==> config.mk <==
export PLATFORM = sky130hd
export DESIGN_NAME = hilo_mul_ctrl
export DESIGN_NICKNAME = d
export VERILOG_FILES = /design/src/rtl/hilo_mul_ctrl_pkg.sv /design/src/rtl/hilo_sign_fix.sv /design/src/rtl/hilo_mul_ctrl.sv
export SDC_FILE = /design/constraint.sdc
export NUM_CORES = 1
export LEC_CHECK = 0
export BUFFER_PORTS_ARGS = -buffer_cell sky130_fd_sc_hd__buf_2
export CORE_UTILIZATION = 45
export CTS_CLUSTER_SIZE = 30
export DETAILED_ROUTE_END_ITERATION = 8
export PLACE_DENSITY = 0.86
export RECOVER_POWER = 25
export SYNTH_ARGS = -nofsm -noshare
export SYNTH_HDL_FRONTEND = slang
export SYNTH_HIERARCHICAL = 1
export SYNTH_SLANG_ARGS = --single-unit
==> constraint.sdc <==
create_clock -name i_clk -period 3.9 [get_ports i_clk]
set_input_delay 0.78 -clock i_clk [delete_from_list [all_inputs] [get_ports i_clk]]
set_output_delay 0.78 -clock i_clk [all_outputs]
set_load 0.05 [all_outputs]
==> src/rtl/hilo_mul_ctrl_pkg.sv <==
// hilo_mul_ctrl shared package: op codes, FSM states, widths.
// Used by hilo_mul_ctrl and hilo_sign_fix.
package hilo_mul_ctrl_pkg;

    localparam int W32 = 32;
    localparam int W64 = 64;

    localparam logic [2:0] OP_MULTU = 3'b001;
    localparam logic [2:0] OP_MULT  = 3'b010;
    localparam logic [2:0] OP_MTHI  = 3'b011;
    localparam logic [2:0] OP_MTLO  = 3'b100;

    typedef enum logic [1:0] {
        IDLE = 2'd0,
        CALC = 2'd1,
        WB   = 2'd2
    } state_t;

endpackage

==> src/rtl/hilo_sign_fix.sv <==
// Sign-magnitude helpers for signed MULT: operand magnitudes in,
// two's-complement negate of the unsigned product out.
module hilo_sign_fix
    import hilo_mul_ctrl_pkg::*;
(
    input  logic [W32-1:0] i_a,
    input  logic [W32-1:0] i_b,
    input  logic           i_signed,
    input  logic           i_neg,
    input  logic [W64-1:0] i_z,
    output logic [W32-1:0] o_a,
    output logic [W32-1:0] o_b,
    output logic [W64-1:0] o_z
);

    // Magnitudes only for signed ops; 0x80000000 maps onto itself.
    always_comb begin
        o_a = (i_signed && i_a[W32-1]) ? (~i_a + 32'd1) : i_a;
        o_b = (i_signed && i_b[W32-1]) ? (~i_b + 32'd1) : i_b;
    end

    // Negate the product when exactly one operand was negative.
    always_comb begin
        o_z = i_neg ? (~i_z + 64'd1) : i_z;
    end

endmodule

==> src/rtl/hilo_mul_ctrl.sv <==
// HI/LO owner and multicycle sequencer for the external 32x32 multiplier.
// Optional signed MULT path enabled by defining HILO_SIGNED_EN.
module hilo_mul_ctrl
    import hilo_mul_ctrl_pkg::*;
#(
    parameter int unsigned MUL_WAIT = 2
)
(
    input  logic           i_clk,
    input  logic           i_reset,
    input  logic           i_start,
    input  logic [2:0]     i_op,
    input  logic [W32-1:0] i_a,
    input  logic [W32-1:0] i_b,
    output logic [W32-1:0] o_mul_a,
    output logic [W32-1:0] o_mul_b,
    input  logic [W64-1:0] i_mul_z,
    output logic [W32-1:0] o_hi,
    output logic [W32-1:0] o_lo,
    output logic           o_busy,
    output logic           o_done
);

    localparam logic [3:0] CNT_INIT = 4'(MUL_WAIT - 1);

    state_t         r_state;
    logic [3:0]     r_cnt;
    logic [W32-1:0] r_mul_a;
    logic [W32-1:0] r_mul_b;
    logic [W32-1:0] r_hi;
    logic [W32-1:0] r_lo;
    logic           r_busy;
    logic           r_done;

    logic [W32-1:0] w_op_a;
    logic [W32-1:0] w_op_b;
    logic [W64-1:0] w_prod;

`ifdef HILO_SIGNED_EN
    logic r_neg;
    logic w_is_mult;

    assign w_is_mult = (i_op == OP_MULT);

    hilo_sign_fix u_sign_fix (
        .i_a      (i_a),
        .i_b      (i_b),
        .i_signed (w_is_mult),
        .i_neg    (r_neg),
        .i_z      (i_mul_z),
        .o_a      (w_op_a),
        .o_b      (w_op_b),
        .o_z      (w_prod)
    );
`else
    assign w_op_a = i_a;
    assign w_op_b = i_b;
    assign w_prod = i_mul_z;
`endif

    // Sequencer: accept in IDLE, count settle cycles, write HI/LO in WB.
    always_ff @(posedge i_clk or negedge i_reset) begin
        if (!i_reset) begin
            r_state <= IDLE;
            r_cnt   <= 4'd0;
            r_mul_a <= '0;
            r_mul_b <= '0;
            r_hi    <= '0;
            r_lo    <= '0;
            r_busy  <= 1'b0;
            r_done  <= 1'b0;
`ifdef HILO_SIGNED_EN
            r_neg   <= 1'b0;
`endif
        end else begin
            r_done <= 1'b0;
            case (r_state)
                IDLE: begin
                    if (i_start) begin
                        case (i_op)
                            OP_MULTU, OP_MULT: begin
                                r_mul_a <= w_op_a;
                                r_mul_b <= w_op_b;
                                r_cnt   <= CNT_INIT;
                                r_busy  <= 1'b1;
                                r_state <= CALC;
`ifdef HILO_SIGNED_EN
                                r_neg   <= w_is_mult &
                                           (i_a[W32-1] ^ i_b[W32-1]);
`endif
                            end
                            OP_MTHI: r_hi <= i_a;
                            OP_MTLO: r_lo <= i_a;
                            default: ;
                        endcase
                    end
                end
                CALC: begin
                    if (r_cnt == 4'd0) begin
                        r_state <= WB;
                    end else begin
                        r_cnt <= r_cnt - 4'd1;
                    end
                end
                WB: begin
                    {r_hi, r_lo} <= w_prod;
                    r_done       <= 1'b1;
                    r_busy       <= 1'b0;
                    r_state      <= IDLE;
                end
                default: begin
                    r_busy  <= 1'b0;
                    r_state <= IDLE;
                end
            endcase
        end
    end

    assign o_mul_a = r_mul_a;
    assign o_mul_b = r_mul_b;
    assign o_hi    = r_hi;
    assign o_lo    = r_lo;
    assign o_busy  = r_busy;
    assign o_done  = r_done;

endmodule
==> Yosys cells after proc, flatten, opt, wreduce, memory -nomap -nowiden <==
Index checks and enable logic that the tools add are counted.
{ "classes": {"n_addsub": 1, "eq_ne": 12, "muxes": 18, "bitwise_logic": 1, "n_reduce_logical": 11} }
{ "ops": {"columns": ["operator", "n"], "rows": [
  ["2-to-1 mux 32 bit", 4],
  ["case mux 32 bit (2 select lines)", 2],
  ["AND reduction 3 bit", 5],
  ["2-to-1 mux 4 bit", 3],
  ["case mux 4 bit (2 select lines)", 1],
  ["equality test 3 x 2 -> 1 bit (second input constant)", 2],
  ["2-to-1 mux 2 bit", 3],
  ["!= test 2 x 1 -> 1 bit (second input constant)", 3],
  ["!= test 2 bit (second input constant)", 3],
  ["zero test 4 bit", 1],
  ["case mux 2 bit (2 select lines)", 1],
  ["AND reduction 4 bit", 1],
  ["nonzero test 2 bit", 2],
  ["subtractor 4 x 1 -> 4 bit (second input constant)", 1],
  ["equality test 3 x 1 -> 1 bit (second input constant)", 1],
  ["equality test 3 bit (second input constant)", 1],
  ["2-to-1 mux 1 bit", 3],
  ["equality test 2 x 1 -> 1 bit (second input constant)", 1],
  ["equality test 2 bit (second input constant)", 1],
  ["zero test 2 bit", 1],
  ["case mux 1 bit (2 select lines)", 1],
  ["OR reduction 2 bit", 1],
  ["inverter 1 bit", 1]
]} }
{ "word_totals": {"reg_bits": 136, "in_bits": 134, "out_inout_bits": 130, "elab_cells": 51} }

==> Longest topological paths before layout <==
Gate-level depths: netlist of the first run.
{ "depth": {"ltp_word": 5, "depth_mapped": 5, "ltp_nobuf": 5} }

==> Least setup slack after synthesis of the first run <==
Ideal clock, no wire load.
{ "synth_path": {"path_type": "in2reg", "start": "input i_op[2]", "end": "register r_mul_a[14], in the netlist o_mul_a[14]", "setup_time_ps": 125, "arrival_time_ps": 2103, "t_required_ps": 3775, "path_slack_ps": 1672, "cell_stages": 5, "path_buffers": 2, "path_cell_list": "or4b_1 or2_1 buf_6 buf_8 mux2_4"} }
{ "synth_via": {"elab_chain_cells": 3, "elab_cells_between_ends": 4, "classes_between": "eq/ne: 2; reduce/logical: 2"} }
{ "synth_rtl": {"columns": ["item", "line", "rtl"], "rows": [
  ["start, declared", "hilo_mul_ctrl.sv:12", "input logic [2:0] i_op,"],
  ["equality test 3 x 1 -> 1 bit / equality test 3 x 2 -> 1 bit (equally long branches)", "hilo_mul_ctrl.sv:80", "case (i_op)"],
  ["OR reduction 2 bit *", "hilo_mul_ctrl.sv:80", null],
  ["AND reduction 3 bit (no line) *", null, null],
  ["end signal, assigned", "hilo_mul_ctrl.sv:82", "r_mul_a <= w_op_a;"],
  ["end, declared", "hilo_mul_ctrl.sv:28", "logic [W32-1:0] r_mul_a;"]
]} }
Mark *: on every way between the ends. The rest lies on a longest branch, timed or not.
A chain may end at the register's enable or synchronous reset.

==> Final worst setup path of the first run <==
{ "layout_path": {"start": "register r_state[0]", "end": "register r_hi[11], in the netlist o_hi[11]"} }
{ "layout_via": {"elab_chain_cells": 3, "elab_cells_between_ends": 7, "classes_between": "eq/ne: 3; mux: 1; reduce/logical: 3"} }
{ "layout_rtl": {"columns": ["item", "line", "rtl"], "rows": [
  ["start, declared", "hilo_mul_ctrl.sv:26", "state_t r_state;"],
  ["start signal, assigned", "hilo_mul_ctrl.sv:64", "r_state <= IDLE;"],
  ["start signal, assigned", "hilo_mul_ctrl.sv:86", "r_state <= CALC;"],
  ["start signal, assigned", "hilo_mul_ctrl.sv:100", "r_state <= WB;"],
  ["zero test 2 bit / equality test 2 bit (equally long branches)", "hilo_mul_ctrl.sv:77", "case (r_state)"],
  ["!= test 2 x 1 -> 1 bit (no line), or another cell as far along", null, null],
  ["AND reduction 3 bit (no line)", null, null],
  ["end signal, assigned", "hilo_mul_ctrl.sv:92", "OP_MTHI: r_hi <= i_a;"],
  ["end signal, assigned", "hilo_mul_ctrl.sv:106", "{r_hi, r_lo} <= w_prod;"],
  ["end, declared", "hilo_mul_ctrl.sv:30", "logic [W32-1:0] r_hi;"]
]} }
Several ways; a longest one is shown, not always the timed one.

==> results of run 1 <==
==> critical path, cell delays in order (launching register included) <==
cell and delay, ps:
dfrtp_1 470, nor2b_1 1220, buf_12 380, mux2_2 380, mux2_2 270
==> cell usage after synthesis <==
cell,instances,share of area
mux2_2,155,0.29
dfrtp_1,136,0.56
mux2_4,38,0.094
clkbuf_1,8,0.0050
buf_2,7,0.0058
inv_1,5,0.0031
a21oi_1,3,0.0025
buf_8,3,0.0074
nor2b_1,3,0.0031
a31oi_1,2,0.0021
buf_6,2,0.0037
ha_1,2,0.0041
a21boi_0,1,0.0012
a32o_1,1,0.0017
nand2_1,1,0.00062
nand2b_1,1,0.0010
nand4b_1,1,0.0014
nand4bb_1,1,0.0019
nor3_1,1,0.00083
o21ai_0,1,0.00083
o22ai_1,1,0.0010
o2bb2ai_1,1,0.0014
or2_1,1,0.0010
or3b_2,1,0.0014
or4b_1,1,0.0017
xnor2_1,1,0.0014
==> flip-flops by register name (all words and copies together), names as in the netlist <==
register  cells
o_hi         32
r_cnt         4
o_lo         32
o_mul_b      32
o_busy        1
o_done        1
r_state       2
o_mul_a      32
==> final timing paths <==
kind                                         start                      end  slack, ps  cells after the start
min in group asynchronous                  i_reset   o_mul_a[1]$_DFFE_PN0P_        520                      1
setup reg to reg            r_state[0]$_DFFE_PN0P_     o_hi[11]$_DFFE_PN0P_       1030                      4
max in group asynchronous                  i_reset       o_busy$_DFFE_PN0P_       2490                      2
hold reg to reg            o_mul_b[12]$_DFFE_PN0P_  o_mul_b[12]$_DFFE_PN0P_        500                      1
hold / removal             o_mul_b[12]$_DFFE_PN0P_  o_mul_b[12]$_DFFE_PN0P_        500                      1
setup / recovery            r_state[0]$_DFFE_PN0P_     o_hi[11]$_DFFE_PN0P_       1030                      4
==> through the flow <==
step           area, µm²  cells    util
2_1_floorplan       6048    378       -
4_1_cts             8059    824  0.6259
3_3_place_gp        7521    796  0.5841
5_1_grt             8051    824  0.6253
3_5_place_dp        7521    796  0.5841
6_report            8051    824  0.6253
==> final cells by class <==
type                            count  share of cell area
Clock buffer                       25             0.06154
Clock inverter                      3            0.005284
Inverter                            5            0.002331
Multi-Input combinational cell    217              0.3128
Sequential cell                   136              0.4227
Tap cell                          172             0.02673
Timing Repair Buffer              266              0.1686
==> metal layers <==
metal	up-vias	GRT usage	routed length, µm
met1	2073	0.2442	5782
met5	-	0	0
li1	1891	-	-
met3	17	0.07655	998
met2	194	0.3765	7218
met4	0	0.07292	216
==> logic make-up after synthesis <==
group / count (synthesis) / synth area share
mux: 193 / 0.3829
compound gates: 10 / 0.01076
flops: 136 / 0.5627
simple gates: 11 / 0.01303
fa+ha+maj: 2 / 0.004137
buf+inv: 25 / 0.02503
xor+xnor: 1 / 0.001448
==> impl_metrics.toml, run 1 <==
[logic_synthesis]
synth.avg_cell_area_um2 = 16.00
synth_nets = 514
yosysUniqueCellTypes = 26
synth_area_um2 = 6048
ys_seq_area_frac = 0.5627
ys_ff_latch = 136
yosysWarnings = 6
synth_cells = 378

[die]
fp-row-count = 41
core-area_um2 = 12880
die-area_um2 = 13910
die_w_um = 117.9
start_util = 0.4697
num_io_pins = 264
die_h_um = 117.9

[global_route]
grt_overflow = 0
grt_pass1_wl_mm = 23.47
grt_pass1_vias = 4719
grt_max_degree = 117
antenna_found_initial = 0
grt_use_total = 0.2160

[worst_setup_path]
path_class = "flip-flop to flip-flop"
start_kind = "flip-flop"
cp_max_fo = 50
cp.required_ps = 4190
crit_arrival_ps = 3160
worst_setup_path_end_kind = "flip-flop"

[timing]
period_share = 0.7359
whs_ps = 497.3
worstMarginPinSlew_ps = 1578
finalCriticalPeriod_ps = 2870
fin_skew_ps = 6.580
max_freq_mhz = 348.4
timing_hold_violations_final = 0
tns_ps = 0
setup_viol = 0
slew_violations = 16
setup_slack_ps = 1030
rsz0062_at_grt = "false"
relSlewSlack = -0.05421

[run_status]
violations = "max-capacitance violations, max-slew violations"
status = "finished with violations"

[cts]
htreeDepth = 4
cts_made_buffers = 17
cts_tree = "built"
ctsLongestPathBuffers = 2
cts.sinks = 136
root_buffer = "clkbuf_16"
hold_buffers = 0
path_clk_slew_ps = 50
clkLatencyLatePin_ps = 410
post_cts_buffers = 0
ctsResizeCount = 0

[drt]
wl_per_cell_um = 17.25
vias = 4175
drtIter0Drc = 110
dr.pass1.iters = 4
ant_nets = 0
wirelength_mm = 14.22
routed_via_density = 5.067
drc = 0

[worst_hold_path]
hp-class = "flip-flop to flip-flop"

[placement]
preCtsSetupSlack_ps = 1252
dp_hpwl_mm = 9.861
io_buffers = 263
gp_congestion = 0.7725

[final_layout]
final_cell_mix = "buf_2, mux2_2, dfrtp_1, mux2_4, clkbuf_16"
syn2layout_area_growth_pct = 33.12
nets = 779
fillers = 955
layout-drive-gt1-share = 0.7469
diodes = 0
seqCellArea_um2 = 3403
final_common_cell = "buf_2"
multiInputGateArea_um2 = 2519

[job]
maxCapViolations = 1
Power of run 1 is not shown: default switching activity piles up to over one toggle a cycle in this logic, so the estimate is an artifact.
==> inputs of run 2 (changes only) <==
- clock period: 3.9 -> 2.85 ns (I/O delays scaled with it)
==> run 2 against run 1 <==
Compared with the run above:
- the run still ends with max-capacitance violations, max-slew violations left
- global-route usage is 0.32 points higher
- fmax is 26% higher
- non-clock buffer count is 3 higher
- critical endpoint is now o_mul_a[22]$_DFFE_PN0P_
- largest cell class unchanged
==> impl_metrics.toml, run 2 (same netlist as run 1, synthesis figures left out) <==
[drt]
routed_via_density = 4.998
wirelength_mm = 14.39
drc = 0
ant_nets = 0
dr.pass1.iters = 4
vias = 4153
drtIter0Drc = 107
wl_per_cell_um = 17.31

[global_route]
grt_pass1_wl_mm = 23.90
grt_pass1_vias = 4694
antenna_found_initial = 0
grt_use_total = 0.2192
grt_max_degree = 67
grt_overflow = 0

[worst_setup_path]
r2r-end = "o_mul_a[22]$_DFFE_PN0P_"
path_class = "flip-flop to flip-flop"
reg2regPathDepth = 3
crit_arrival_ps = 2560
rr_startpoint = "r_state[0]$_DFFE_PN0P_"
cp_max_fo = 66
cp.required_ps = 3130
r2r_slack_ps = 570
start_kind = "flip-flop"
worst_setup_path_end_kind = "flip-flop"

[cts]
htreeDepth = 4
ctsResizeCount = 0
clkLatencyLatePin_ps = 410
cts.sinks = 136
root_buffer = "clkbuf_16"
post_cts_buffers = 0
cts_tree = "built"
cts_made_buffers = 17
ctsLongestPathBuffers = 2
hold_buffers = 0
path_clk_slew_ps = 50

[die]
num_io_pins = 264
core-area_um2 = 12880
die_h_um = 117.9
die_w_um = 117.9
fp-row-count = 41
die-area_um2 = 13910
start_util = 0.4697

[timing]
period_share = 0.7984
relSlewSlack = -0.07352
rsz0062_at_grt = "false"
worstMarginPinSlew_ps = 1610
fin_skew_ps = 5.344
finalCriticalPeriod_ps = 2275
max_freq_mhz = 439.5
tns_ps = 0
setup_viol = 0
slew_violations = 67
timing_hold_violations_final = 0

[final_layout]
nets = 782
final_cell_mix = "buf_2, mux2_2, dfrtp_1, mux2_4, clkbuf_16"
diodes = 0
final_common_cell = "buf_2"
syn2layout_area_growth_pct = 36.33
layout-drive-gt1-share = 0.7557

[placement]
gp_congestion = 0.7840
dp_hpwl_mm = 10.30
io_buffers = 263

[job]
maxCapViolations = 1

[worst_hold_path]
hp-class = "input pin to flip-flop"
worstHoldStart = "i_b[14]"
whs_path_depth = 2
whs_endpoint = "o_mul_b[14]$_DFFE_PN0P_"

[run_status]
status = "finished with violations"
violations = "max-capacitance violations, max-slew violations"
[run 2: metal layers]
layer	vias to the layer above	global-route usage	wire, µm
met4	0	0.08173	213
met3	17	0.07364	1018
met2	198	0.3816	7337
li1	1897	-	-
met1	2041	0.2477	5815
met5	-	0	0
[run 2: through the flow]
step	cells	area [µm²]	utilization	worst slack [ps]	hold slack (ps)
after floorplan	378	6048	-	831.6	274.4
after global placement	799	7569	0.5878	510.1	483.2
after detailed placement	799	7569	0.5878	439.3	488.9
after CTS	831	8257	0.6412	580.1	154.0
after global routing	831	8245	0.6404	502.2	370.2
final	831	8245	0.6404	574.5	394.8
[run 2: worst max-delay path, stage by stage (launching register included)]
cell	delay, ps
dfrtp_1	480
or4b_1	580
or2_4	620
mux2_4	440
[run 2: layout make-up]
cell class              count  area [µm²]
inverters                   5       18.77
repair buffers            269        1394
multi-input cells         217        2526
clock buffers              21       470.5
well taps                 172       215.2
clock inverters            11       217.7
fillers                   954        4631
flip-flops and latches    136        3403
[run 2: how the worst max path moves through the flow]
stage,to,start,depth (start not counted)
after detailed placement,o_mul_b[23]$_DFFE_PN0P_,i_op[1],4
after global placement,o_mul_a[0]$_DFFE_PN0P_,i_op[1],4
final,o_mul_a[22]$_DFFE_PN0P_,r_state[0]$_DFFE_PN0P_,3
after floorplan,o_mul_a[14]$_DFFE_PN0P_,i_op[2],5
after global routing,o_mul_b[1]$_DFFE_PN0P_,r_state[0]$_DFFE_PN0P_,3
after CTS,o_mul_a[22]$_DFFE_PN0P_,r_state[0]$_DFFE_PN0P_,3
Power of run 2 is left out for the same reason.
==> inputs of run 3 (changes only) <==
- CORE_UTILIZATION: 45 -> 43
- clock period: 2.85 -> 1.94 ns (I/O delays scaled with it)
==> run 3 against run 2 <==
Compared with the run above:
- the flow now finishes without violations
- worst hold slack lost 180 ps
- fmax is 21% higher
- via count rose by 1.3%
- die area rose by 4.6%
- critical path type unchanged
- critical endpoint is now o_mul_b[0]$_DFFE_PN0P_
==> impl_metrics.toml, run 3 (same netlist as run 1, synthesis figures left out) <==
[worst_setup_path]
cp.required_ps = 2230
cp_num_buf_inv = 1
path_class = "flip-flop to flip-flop"
slowest_stage = "or4b_1"
crit_chain = "or4b_1 -> or2_4 -> buf_12 -> mux2_4"
start_kind = "flip-flop"
cp.depth = 4
path_delay_family = "simple AND/OR/NAND/NOR gates"
rr_startpoint = "r_state[0]$_DFFE_PN0P_"
worst_setup_path_end_kind = "flip-flop"
r2r-end = "o_mul_b[0]$_DFFE_PN0P_"
cp_slowest_stage_delay_ps = 550
crit_arrival_ps = 2170
reg2regPathDepth = 4
cp_max_fo = 34
r2r_slack_ps = 50

[cts]
cts_tree = "built"
cts_made_buffers = 17
htreeDepth = 4
cts.sinks = 136
clkLatencyLatePin_ps = 410
ctsLongestPathBuffers = 2
post_cts_buffers = 0
path_clk_slew_ps = 60
root_buffer = "clkbuf_16"

[timing]
max_freq_mhz = 530.0
setup_viol = 0
relSlewSlack = 0.6192
timing_hold_violations_final = 0
finalCriticalPeriod_ps = 1887
period_share = 0.9726
worstMarginPinSlew_ps = 571.3
whs_ps = 213.2
rsz0062_at_grt = "false"
fin_skew_ps = 13.15
slew_violations = 0

[drt]
drtIter0Drc = 130
vias = 4205
drc = 0
ant_nets = 0
routed_via_density = 4.976
wirelength_mm = 14.53
dr.pass1.iters = 4
wl_per_cell_um = 17.19

[placement]
gp_congestion = 0.7476
dp_hpwl_mm = 10.57
io_buffers = 263

[die]
core-area_um2 = 13510
fp-row-count = 42
num_io_pins = 264
start_util = 0.4478
die-area_um2 = 14540
die_h_um = 120.6
die_w_um = 120.6

[worst_hold_path]
hp-class = "input pin to flip-flop"
worstHoldStart = "i_b[16]"
whs_endpoint = "o_mul_b[16]$_DFFE_PN0P_"
whs_path_depth = 2

[final_layout]
multiInputGateArea_um2 = 2526
final_core_util = 0.6090
final_common_cell = "buf_2"
syn2layout_area_growth_pct = 36.00
fillers = 1014
diodes = 0
nets = 793
final_cell_mix = "buf_2, mux2_2, dfrtp_1, mux2_4, clkbuf_16"
layout-drive-gt1-share = 0.7504
seqCellArea_um2 = 3403

[global_route]
grt_pass1_vias = 4499
antenna_found_initial = 0
grt_max_degree = 55
grt_pass1_wl_mm = 23.03
grt_overflow = 0
grt_use_total = 0.2073

[run_status]
status = "completed"

[job]
maxCapViolations = 0
[run 3: cell types whose count changed in the layout (fill, tap and decap cells not counted), sizes merged]
cell | previous run | this run
dlygate4sd3 | 0 | 1
clkbuf | 24 | 28
clkinv | 3 | 2
buf | 266 | 275
bufinv | 6 | 1
clkinvlp | 2 | 4
[run 3: layout make-up]
type,count,share of cell area
flip-flops and latches,136,0.4138
clock buffers,24,0.05856
well taps,176,0.02677
repair buffers,280,0.1830
inverters,5,0.002282
clock inverters,7,0.008518
multi-input cells,217,0.3071
[run 3: routing by layer]
metal	part of all wire	vias to the layer above	track usage
met4	0.0078	0	0.06173
met5	0	-	0
li1	-	1918	-
met1	0.40	2097	0.2384
met3	0.069	12	0.06792
met2	0.52	178	0.3653
[run 3: repair_timing]
action | CTS | global route
endpoints found under the hold margin | 43 | 0
hold buffers | 1 | 0
resized for setup | 0 | 0
[run 3: worst max-delay path by stage]
stage                                 startpoint                 endpoint
after floorplan           r_state[0]$_DFFE_PN0P_  o_mul_a[14]$_DFFE_PN0P_
after global placement                   i_op[2]  o_mul_a[21]$_DFFE_PN0P_
after detailed placement                 i_op[2]   o_mul_b[0]$_DFFE_PN0P_
after CTS                 r_state[0]$_DFFE_PN0P_   o_mul_b[0]$_DFFE_PN0P_
after global routing      r_state[0]$_DFFE_PN0P_  o_mul_a[22]$_DFFE_PN0P_
final                     r_state[0]$_DFFE_PN0P_   o_mul_b[0]$_DFFE_PN0P_
[run 3: per-stage QoR]
stage	setup slack, ps	cells	instance area [µm²]	TNS, ps
detailed placement	-20.08	813	7699	-106.8
global placement	7.455	813	7699	0
global route	31.47	845	8225	0
CTS	57.98	845	8260	0
floorplan	56.45	378	6048	0
finish	53.13	845	8225	0
Power of run 3 is left out for the same reason.
